[src/rtl/packed_sat_addsub.sv]
// Packed-SIMD signed add/subtract with per-lane saturation/wrap and overflow flags.
// Lanes are processed LANES_PER_CYC at a time; the result is presented only once complete.
module packed_sat_addsub #(
  parameter int DATA_W        = 16,
  parameter int LANE_W        = 4,
  parameter int LANES_PER_CYC = 1
) (
  input  logic                         clk,
  input  logic                         rst_n,
  input  logic                         in_valid,
  output logic                         in_ready,
  input  logic [DATA_W-1:0]            A,
  input  logic [DATA_W-1:0]            B,
  input  logic                         op_sub,
  input  logic                         sat_en,
  output logic                         out_valid,
  input  logic                         out_ready,
  output logic [DATA_W-1:0]            Result,
  output logic [DATA_W/LANE_W-1:0]     ovfl,
  output logic                         any_ovfl
);

  localparam int NUM_LANES = DATA_W / LANE_W;
  localparam int NUM_GRPS  = NUM_LANES / LANES_PER_CYC;
  localparam int GRP_BITS  = LANES_PER_CYC * LANE_W;
  localparam int GRP_W     = (NUM_GRPS > 1) ? $clog2(NUM_GRPS) : 1;

  localparam logic [1:0] S_IDLE = 2'd0;
  localparam logic [1:0] S_CALC = 2'd1;
  localparam logic [1:0] S_HOLD = 2'd2;

  localparam logic [DATA_W-1:0]    GRP_MASK = DATA_W'({GRP_BITS{1'b1}});
  localparam logic [NUM_LANES-1:0] OVF_MASK = NUM_LANES'({LANES_PER_CYC{1'b1}});
  localparam logic [GRP_W-1:0]     LAST_GRP = GRP_W'(NUM_GRPS - 1);

  function automatic logic signed [LANE_W-1:0] saturate(
    input logic signed [LANE_W-1:0] s,
    input logic                     ovf,
    input logic                     neg,
    input logic                     sat
  );
    if (sat && ovf)
      return neg ? {1'b1, {(LANE_W-1){1'b0}}} : {1'b0, {(LANE_W-1){1'b1}}};
    return s;
  endfunction

  // Returns {overflow, lane result}; subtraction is a + ~b + 1 so the most-negative b wraps onto itself.
  function automatic logic [LANE_W:0] lane_op(
    input logic signed [LANE_W-1:0] a,
    input logic signed [LANE_W-1:0] b,
    input logic                     sub,
    input logic                     sat
  );
    logic signed [LANE_W-1:0] b_eff;
    logic signed [LANE_W-1:0] s;
    logic                     ovf;
    b_eff = sub ? ~b : b;
    s     = a + b_eff + LANE_W'(sub);
    ovf   = (sub ? (a[LANE_W-1] != b[LANE_W-1]) : (a[LANE_W-1] == b[LANE_W-1]))
            && (s[LANE_W-1] != a[LANE_W-1]);
    return {ovf, saturate(s, ovf, a[LANE_W-1], sat)};
  endfunction

  logic [1:0]            r_state;
  logic [GRP_W-1:0]      r_grp;
  logic [DATA_W-1:0]     r_a;
  logic [DATA_W-1:0]     r_b;
  logic                  r_sub;
  logic                  r_sat;
  logic [DATA_W-1:0]     r_result;
  logic [NUM_LANES-1:0]  r_ovfl;

  int                    w_shamt;
  int                    w_oshamt;
  logic [GRP_BITS-1:0]   w_grp_a;
  logic [GRP_BITS-1:0]   w_grp_b;
  logic [GRP_BITS-1:0]   w_grp_res;
  logic [LANES_PER_CYC-1:0] w_grp_ovf;

  assign w_shamt  = int'(r_grp) * GRP_BITS;
  assign w_oshamt = int'(r_grp) * LANES_PER_CYC;
  assign w_grp_a  = GRP_BITS'(r_a >> w_shamt);
  assign w_grp_b  = GRP_BITS'(r_b >> w_shamt);

  for (genvar g = 0; g < LANES_PER_CYC; g++) begin : g_lane
    logic [LANE_W:0] w_lane;
    assign w_lane = lane_op(w_grp_a[g*LANE_W +: LANE_W], w_grp_b[g*LANE_W +: LANE_W], r_sub, r_sat);
    assign w_grp_res[g*LANE_W +: LANE_W] = w_lane[LANE_W-1:0];
    assign w_grp_ovf[g] = w_lane[LANE_W];
  end

  always_ff @(posedge clk or negedge rst_n) begin
    if (!rst_n) begin
      r_state  <= S_IDLE;
      r_grp    <= '0;
      r_a      <= '0;
      r_b      <= '0;
      r_sub    <= 1'b0;
      r_sat    <= 1'b0;
      r_result <= '0;
      r_ovfl   <= '0;
    end else begin
      case (r_state)
        S_IDLE: begin
          if (in_valid) begin
            r_a     <= A;
            r_b     <= B;
            r_sub   <= op_sub;
            r_sat   <= sat_en;
            r_ovfl  <= '0;
            r_grp   <= '0;
            r_state <= S_CALC;
          end
        end
        S_CALC: begin
          r_result <= (r_result & ~(GRP_MASK << w_shamt)) | (DATA_W'(w_grp_res) << w_shamt);
          r_ovfl   <= (r_ovfl & ~(OVF_MASK << w_oshamt)) | (NUM_LANES'(w_grp_ovf) << w_oshamt);
          if (r_grp == LAST_GRP) begin
            r_state <= S_HOLD;
          end else begin
            r_grp <= r_grp + 1'b1;
          end
        end
        S_HOLD: begin
          if (out_ready) r_state <= S_IDLE;
        end
        default: r_state <= S_IDLE;
      endcase
    end
  end

  assign in_ready  = (r_state == S_IDLE);
  assign out_valid = (r_state == S_HOLD);
  assign Result    = r_result;
  assign ovfl      = r_ovfl;
  assign any_ovfl  = |r_ovfl;

endmodule

[config.mk]
export PLATFORM = sky130hd
export DESIGN_NAME = packed_sat_addsub
export DESIGN_NICKNAME = d
export VERILOG_FILES = /design/src/rtl/packed_sat_addsub.sv
export SDC_FILE = /design/constraint.sdc
export NUM_CORES = 1
export LEC_CHECK = 0
export CORE_MARGIN = 8
export CORE_UTILIZATION = 50
export DETAILED_ROUTE_END_ITERATION = 7
export GPL_TIMING_DRIVEN = 0
export PLACE_DENSITY = 0.77
export SYNTH_ARGS = -nofsm -noshare
export SYNTH_HDL_FRONTEND = slang
export SYNTH_SLANG_ARGS = --single-unit
[constraint.sdc]
create_clock -name clk -period 3.25 [get_ports clk]
set_input_delay 0.325 -clock clk [delete_from_list [all_inputs] [get_ports clk]]
set_output_delay 0.325 -clock clk [all_outputs]
set_load 0.05 [all_outputs]
Word-level counts from Yosys, hierarchy flattened --
Cells that the tools add are included.
Operators by class: add/sub/neg operators 3, equal/unequal tests 10, shift operators 6, mux-type cells 15, bitwise operators 7, reductions and logical operators 9
Operator list (number):
- $shr 16x4->4 | 2
- $mux 4 | 5
- $and 16x16->16 | 1
- $not 16->16 | 1
- $or 16x16->16 | 1
- $shl 4x4->16 | 1
- $shl 4x4->16 const A | 1
- $mux 2 | 5
- $not 4->4 | 2
- $pmux 4 s2 | 1
- $ne 2x2->1 const B | 3
- $pmux 2 s3 | 1
- $reduce_and 3->1 | 2
- $add 4x1->4 | 1
- $add 4x4->4 | 1
- $and 4x4->4 | 1
- $eq 2x2->1 const B | 2
- $or 4x4->4 | 1
- $pmux 2 s2 | 1
- $reduce_and 2->1 | 2
- $reduce_or 4->1 | 1
- $shl 1x2->4 | 1
- $shl 1x2->4 const A | 1
- $add 2x1->2 const B | 1
- 8 further kinds | 11
Storage, ports and cells: flip-flop bits (word level) 58, input bits 38, output and inout bits 23, logic and storage cells 58

Depth between registers and ports, before layout --
word-level depth 12, mapped depth 10, gate-level depth less buffers 8

Least setup slack after synthesis --
OpenSTA, ideal clock, no wires.
kind reg-to-reg, from reg r_grp[0], to reg r_result[3] (netlist: Result[3]), library setup time 0.067 ns, arrival 2.520 ns, data required time 3.183 ns, setup slack 0.664 ns, stages on the path, launching flop included 9, path buffers 2, period minus slack after synthesis 2.586 ns, cell sequence dfrtp_1 > buf_6 > clkbuf_1 > mux4_2 > ha_1 > a21oi_1 > o31a_4 > mux2i_2 > a22o_1
Between the ends: cells in the longest elaborated chain, start to end 12, elaborated cells between the ends (all ways) 21, those cells by class add/sub (2); eq/ne (3); shift (4); mux (6); bitwise (4); reduce/logical (2)
RTL lines:
- start: declaration | RTL line 65 | logic [GRP_W-1:0] r_grp;
- start signal: assignment | RTL line 121 | r_grp <= r_grp + 1'b1;
- $shr 16x4->4 | RTL line 83 | assign w_grp_b = GRP_BITS'(r_b >> w_shamt);
- $not 4->4 | RTL line 57 | b_eff = sub ? ~b : b;
- $mux 4 | RTL line 57
- $add 4x4->4 | RTL line 58 | s = a + b_eff + LANE_W'(sub);
- $add 4x1->4 | RTL line 58
- $ne 1x1->1 | RTL line 60 | && (s[LANE_W-1] != a[LANE_W-1]);
- $logic_and 1x1->1 | RTL line 60
- $logic_and 1x1->1 | RTL line 42 | if (sat && ovf)
- $mux 1 | RTL line 42
- $mux 4 | RTL line 44 | return s;
- $shl 4x4->16 | RTL line 116 | r_result <= (r_result & ~(GRP_MASK << w_shamt)) | (DATA_W'(w_grp_res) << w_shamt);
- $or 16x16->16 (*) | RTL line 116
- end signal: assignment | RTL line 116
- end: declaration | RTL line 70 | logic [DATA_W-1:0] r_result;
Mark *: on every way between the ends. The rest lies on a longest branch, timed or not. The select of a mux whose other input is x is not followed. A chain may end at the register's enable or synchronous reset.

Worst setup path in the final report --
from reg r_grp[0], to reg r_result[2] (netlist: Result[2])
Same word-level chain as after synthesis.

==> summary.md <==
| Metric | Value |
|---|---|
| Run status | `complete, no violations` |
| R2R setup slack | `420 ps` |
| Vias in the first global route | `2,324` |
| Top post-synthesis cells by area | `dfrtp_1 52%, nand2_1 16%, mux4_2 4.0%, mux4_1 2.8%, a22o_1 2.8%` |
| Total Power | `0.00461 W` |
| Reg2Reg Depth | `9` |
| Largest net degree at the start of global routing | `31` |
| Critical-path maximum fanout | `18` |
| Drt total wl | `6420 microns` |
| Vias | `2,253` |
| Cell accounting for the most synthesized area | `dfrtp_1` |
| CTS Sinks | `58` |
| FILL cells | `436` |
| Category of the most critical setup path | `reg2reg` |
| Root buf cell | `clkbuf_8` |
| CTS clk-pin slew, worst paths | `60 ps` |
| FF+latch count, synth | `58` |
| Core area | `5440 sq um` |
| Initial antenna violation count | `0` |
| Number of synthesized flops with an enable pin | `0` |
| Peak Freq | `0.354 GHz` |
| Synth warn | `0` |
| Congestion Overflow GR | `0` |
| I/O pins | `61` |
| Maximum capacitance violations | `0` |
| Syn Inst Count | `283` |
| Ys async rst share | `1.00` |
| Hold Fails Final Rpt | `0` |
| Synth Net Count | `328` |
| H-tree depth | `3` |
| Average size of a mapped cell | `9.85 sq um` |
| Period minus WS final | `2830 ps` |
| Post-synthesis sequential area ratio | `0.521` |
| PostCTS Resize Cnt | `0` |
| Peak supply drop | `0.698 mV` |
| Starting Density | `0.513` |
| Startpoint Class | `flip-flop` |
| Clock skew | `6.39 ps` |
| Total GRT Usage | `0.167` |
| CP Capture Type | `flip-flop` |
| Clock latency on the worst-skew pair | `340 ps` |
| Nets | `399` |
| Die H | `90.7 microns` |
| Final setup fails | `0` |
| Top cell type's share of synthesized area | `0.521` |
| RSZ-0062 raised after global routing | `false` |
| Static Leak | `1.74 nW` |
| Pwr Density | `1260 nW/um^2` |
| Antenna-violating nets left | `0` |
| Max_slew headroom | `0.553` |
| Crit path DAT | `3030 ps` |
| Clock buffer count from CTS | `9` |
| Worst-Margin Slew | `670 ps` |
| Clk buf depth | `2` |
| Mean routed wirelength per cell | `14.9 microns` |
| Gpl congestion | `0.770` |
| Tcrit/Tclk final | `0.870` |
| 1st-iter DRT viols | `102` |
| Post-Syn Area | `2790 sq um` |
| Std cell rows | `27` |
| CP required | `3450 ps` |
| # Post-CTS Setup Buffers | `0` |
| DP HPWL | `4800 microns` |
| Router iterations before antenna repair | `4` |
| Setup_tns | `0 ps` |
| Type of the tightest min-delay check | `in2async` |
| Max-slew violation count | `0` |
| Port buffer count | `60` |
| Residual DRC count | `0` |
| Area growth syn-to-layout | `31.1%` |
| Worst hold slack | `20.0 ps` |
| Util after Layout | `0.672` |
| Die W | `90.7 microns` |
| CTS tree | `yes` |
| Vias/cell | `5.23` |
| Global-route wire length before repair | `11,100 microns` |
| Yosys cell types | `34` |
| Hold buffers post-CTS | `0` |
| Die area | `8220 sq um` |
| Diode count | `0` |
| Layout cells sized above 1 | `0.0836` |
| Most used DFF post-synth | `dfrtp_1` |
-- path summary, 6_finish.rpt --
path	start	end
min reg2reg	r_b[6]$_DFFE_PN0P_	r_b[6]$_DFFE_PN0P_
min	rst_n	Result[9]$_DFFE_PN0P_
max	r_grp[0]$_DFFE_PN0P_	Result[2]$_DFFE_PN0P_
max in group asynchronous	rst_n	r_b[9]$_DFFE_PN0P_
min in group clk	r_b[6]$_DFFE_PN0P_	r_b[6]$_DFFE_PN0P_
max reg2reg	r_grp[0]$_DFFE_PN0P_	Result[2]$_DFFE_PN0P_
-- synth_stat cells (2+ instances only) --
cell type  instances
mux4_1             3
nand2_1          117
nand3_1            4
o31ai_1            3
buf_2              2
a21oi_1            7
clkbuf_1           8
a32o_1             4
o21ai_0           12
inv_1              5
a22o_1             9
mux2i_2            2
nor3_1             6
nor2b_1            2
dfrtp_1           58
nor2_1             8
and2_1             2
mux4_2             5
mux2i_1            4
xnor2_1            2
xor2_1             2
ha_1               6
-- where the power goes --
group          internal, W  leakage [nW]  switching [W]
Sequential         0.00105         0.728       0.000186
Clock             0.000294        0.0872       0.000274
Combinational      0.00113         0.924        0.00167
-- per-stage QoR --
stage	setup WS [ps]	std cells	area, sq um
after floorplan	664	283	2790
after global placement	104	415	3480
after detailed placement	165	416	3490
after CTS	141	432	3660
after global routing	222	431	3650
final	423	431	3650
-- routing by layer --
layer  track usage  part of all wire  up-vias  wire length, microns
met1         0.204              0.44     1062                  2830
met2         0.266              0.47       82                  3050
li1              -                 -     1096                     -
met4        0.0791             0.022        0                   139
met5             0                 0        -                     0
met3        0.0474             0.063       13                   404
-- layout make-up --
type	instances	area [sq um]	share of cell area
Sequential cell	58	1450	0.397
Timing Repair Buffer	61	616	0.168
Clock inverter	3	15.0	0.00411
Inverter	5	18.8	0.00514
Clock buffer	13	149	0.0408
Buffer	11	51.3	0.0140
Multi-Input combinational cell	208	1260	0.346
Tap cell	72	90.1	0.0247
-- critical path, stage by stage, from the launching register on --
cell and delay [ps]:
dfrtp_1 410, buf_6 240, mux4_1 660, nor2b_4 170, nor2_1 70, fa_1 370, xnor2_1 220, o31ai_1 100
a21oi_1 310, o21ai_0 150
-- flip-flops by register name (all words and copies together), names as in the netlist --
signal   cells
r_b         16
r_sub        1
r_sat        1
r_state      2
Result      16
ovfl         4
r_a         16
r_grp        2
-- cells by family after synthesis --
group | share of synthesized area
and+or+nand+nor | 0.207
adders and majority gates | 0.0341
muxes | 0.0929
buffers and inverters | 0.0265
DFF | 0.521
AOI/OAI and AO/OA | 0.100
xor gates and xnor gates | 0.0184
-- layout by cell type, fill, tap and decap left out, types with 2 or more instances in the layout --
| master | synthesis | final |
|---|---|---|
| dfrtp_1 | 58 | 58 |
| o21ai_0 | 12 | 12 |
| mux2i_1 | 4 | 4 |
| ha_1 | 6 | 6 |
| clkbuf_8 | 0 | 10 |
| clkbuf_1 | 8 | 10 |
| clkdlybuf4s50_1 | 0 | 59 |
| xnor2_1 | 2 | 2 |
| mux4_2 | 5 | 5 |
| a22o_1 | 9 | 9 |
| nand2_1 | 117 | 117 |
| mux2i_2 | 2 | 2 |
| nand3_1 | 4 | 4 |
| buf_2 | 2 | 3 |
| nor3_1 | 6 | 6 |
| a32o_1 | 4 | 4 |
| clkinv_2 | 0 | 3 |
| inv_1 | 5 | 5 |
| nor2_1 | 8 | 8 |
| and2_1 | 2 | 2 |
| a21oi_1 | 7 | 7 |
| mux4_1 | 3 | 3 |
| xor2_1 | 2 | 2 |
| o31ai_1 | 3 | 3 |
| nor2b_1 | 2 | 2 |
(Power assumes the default switching activity.)
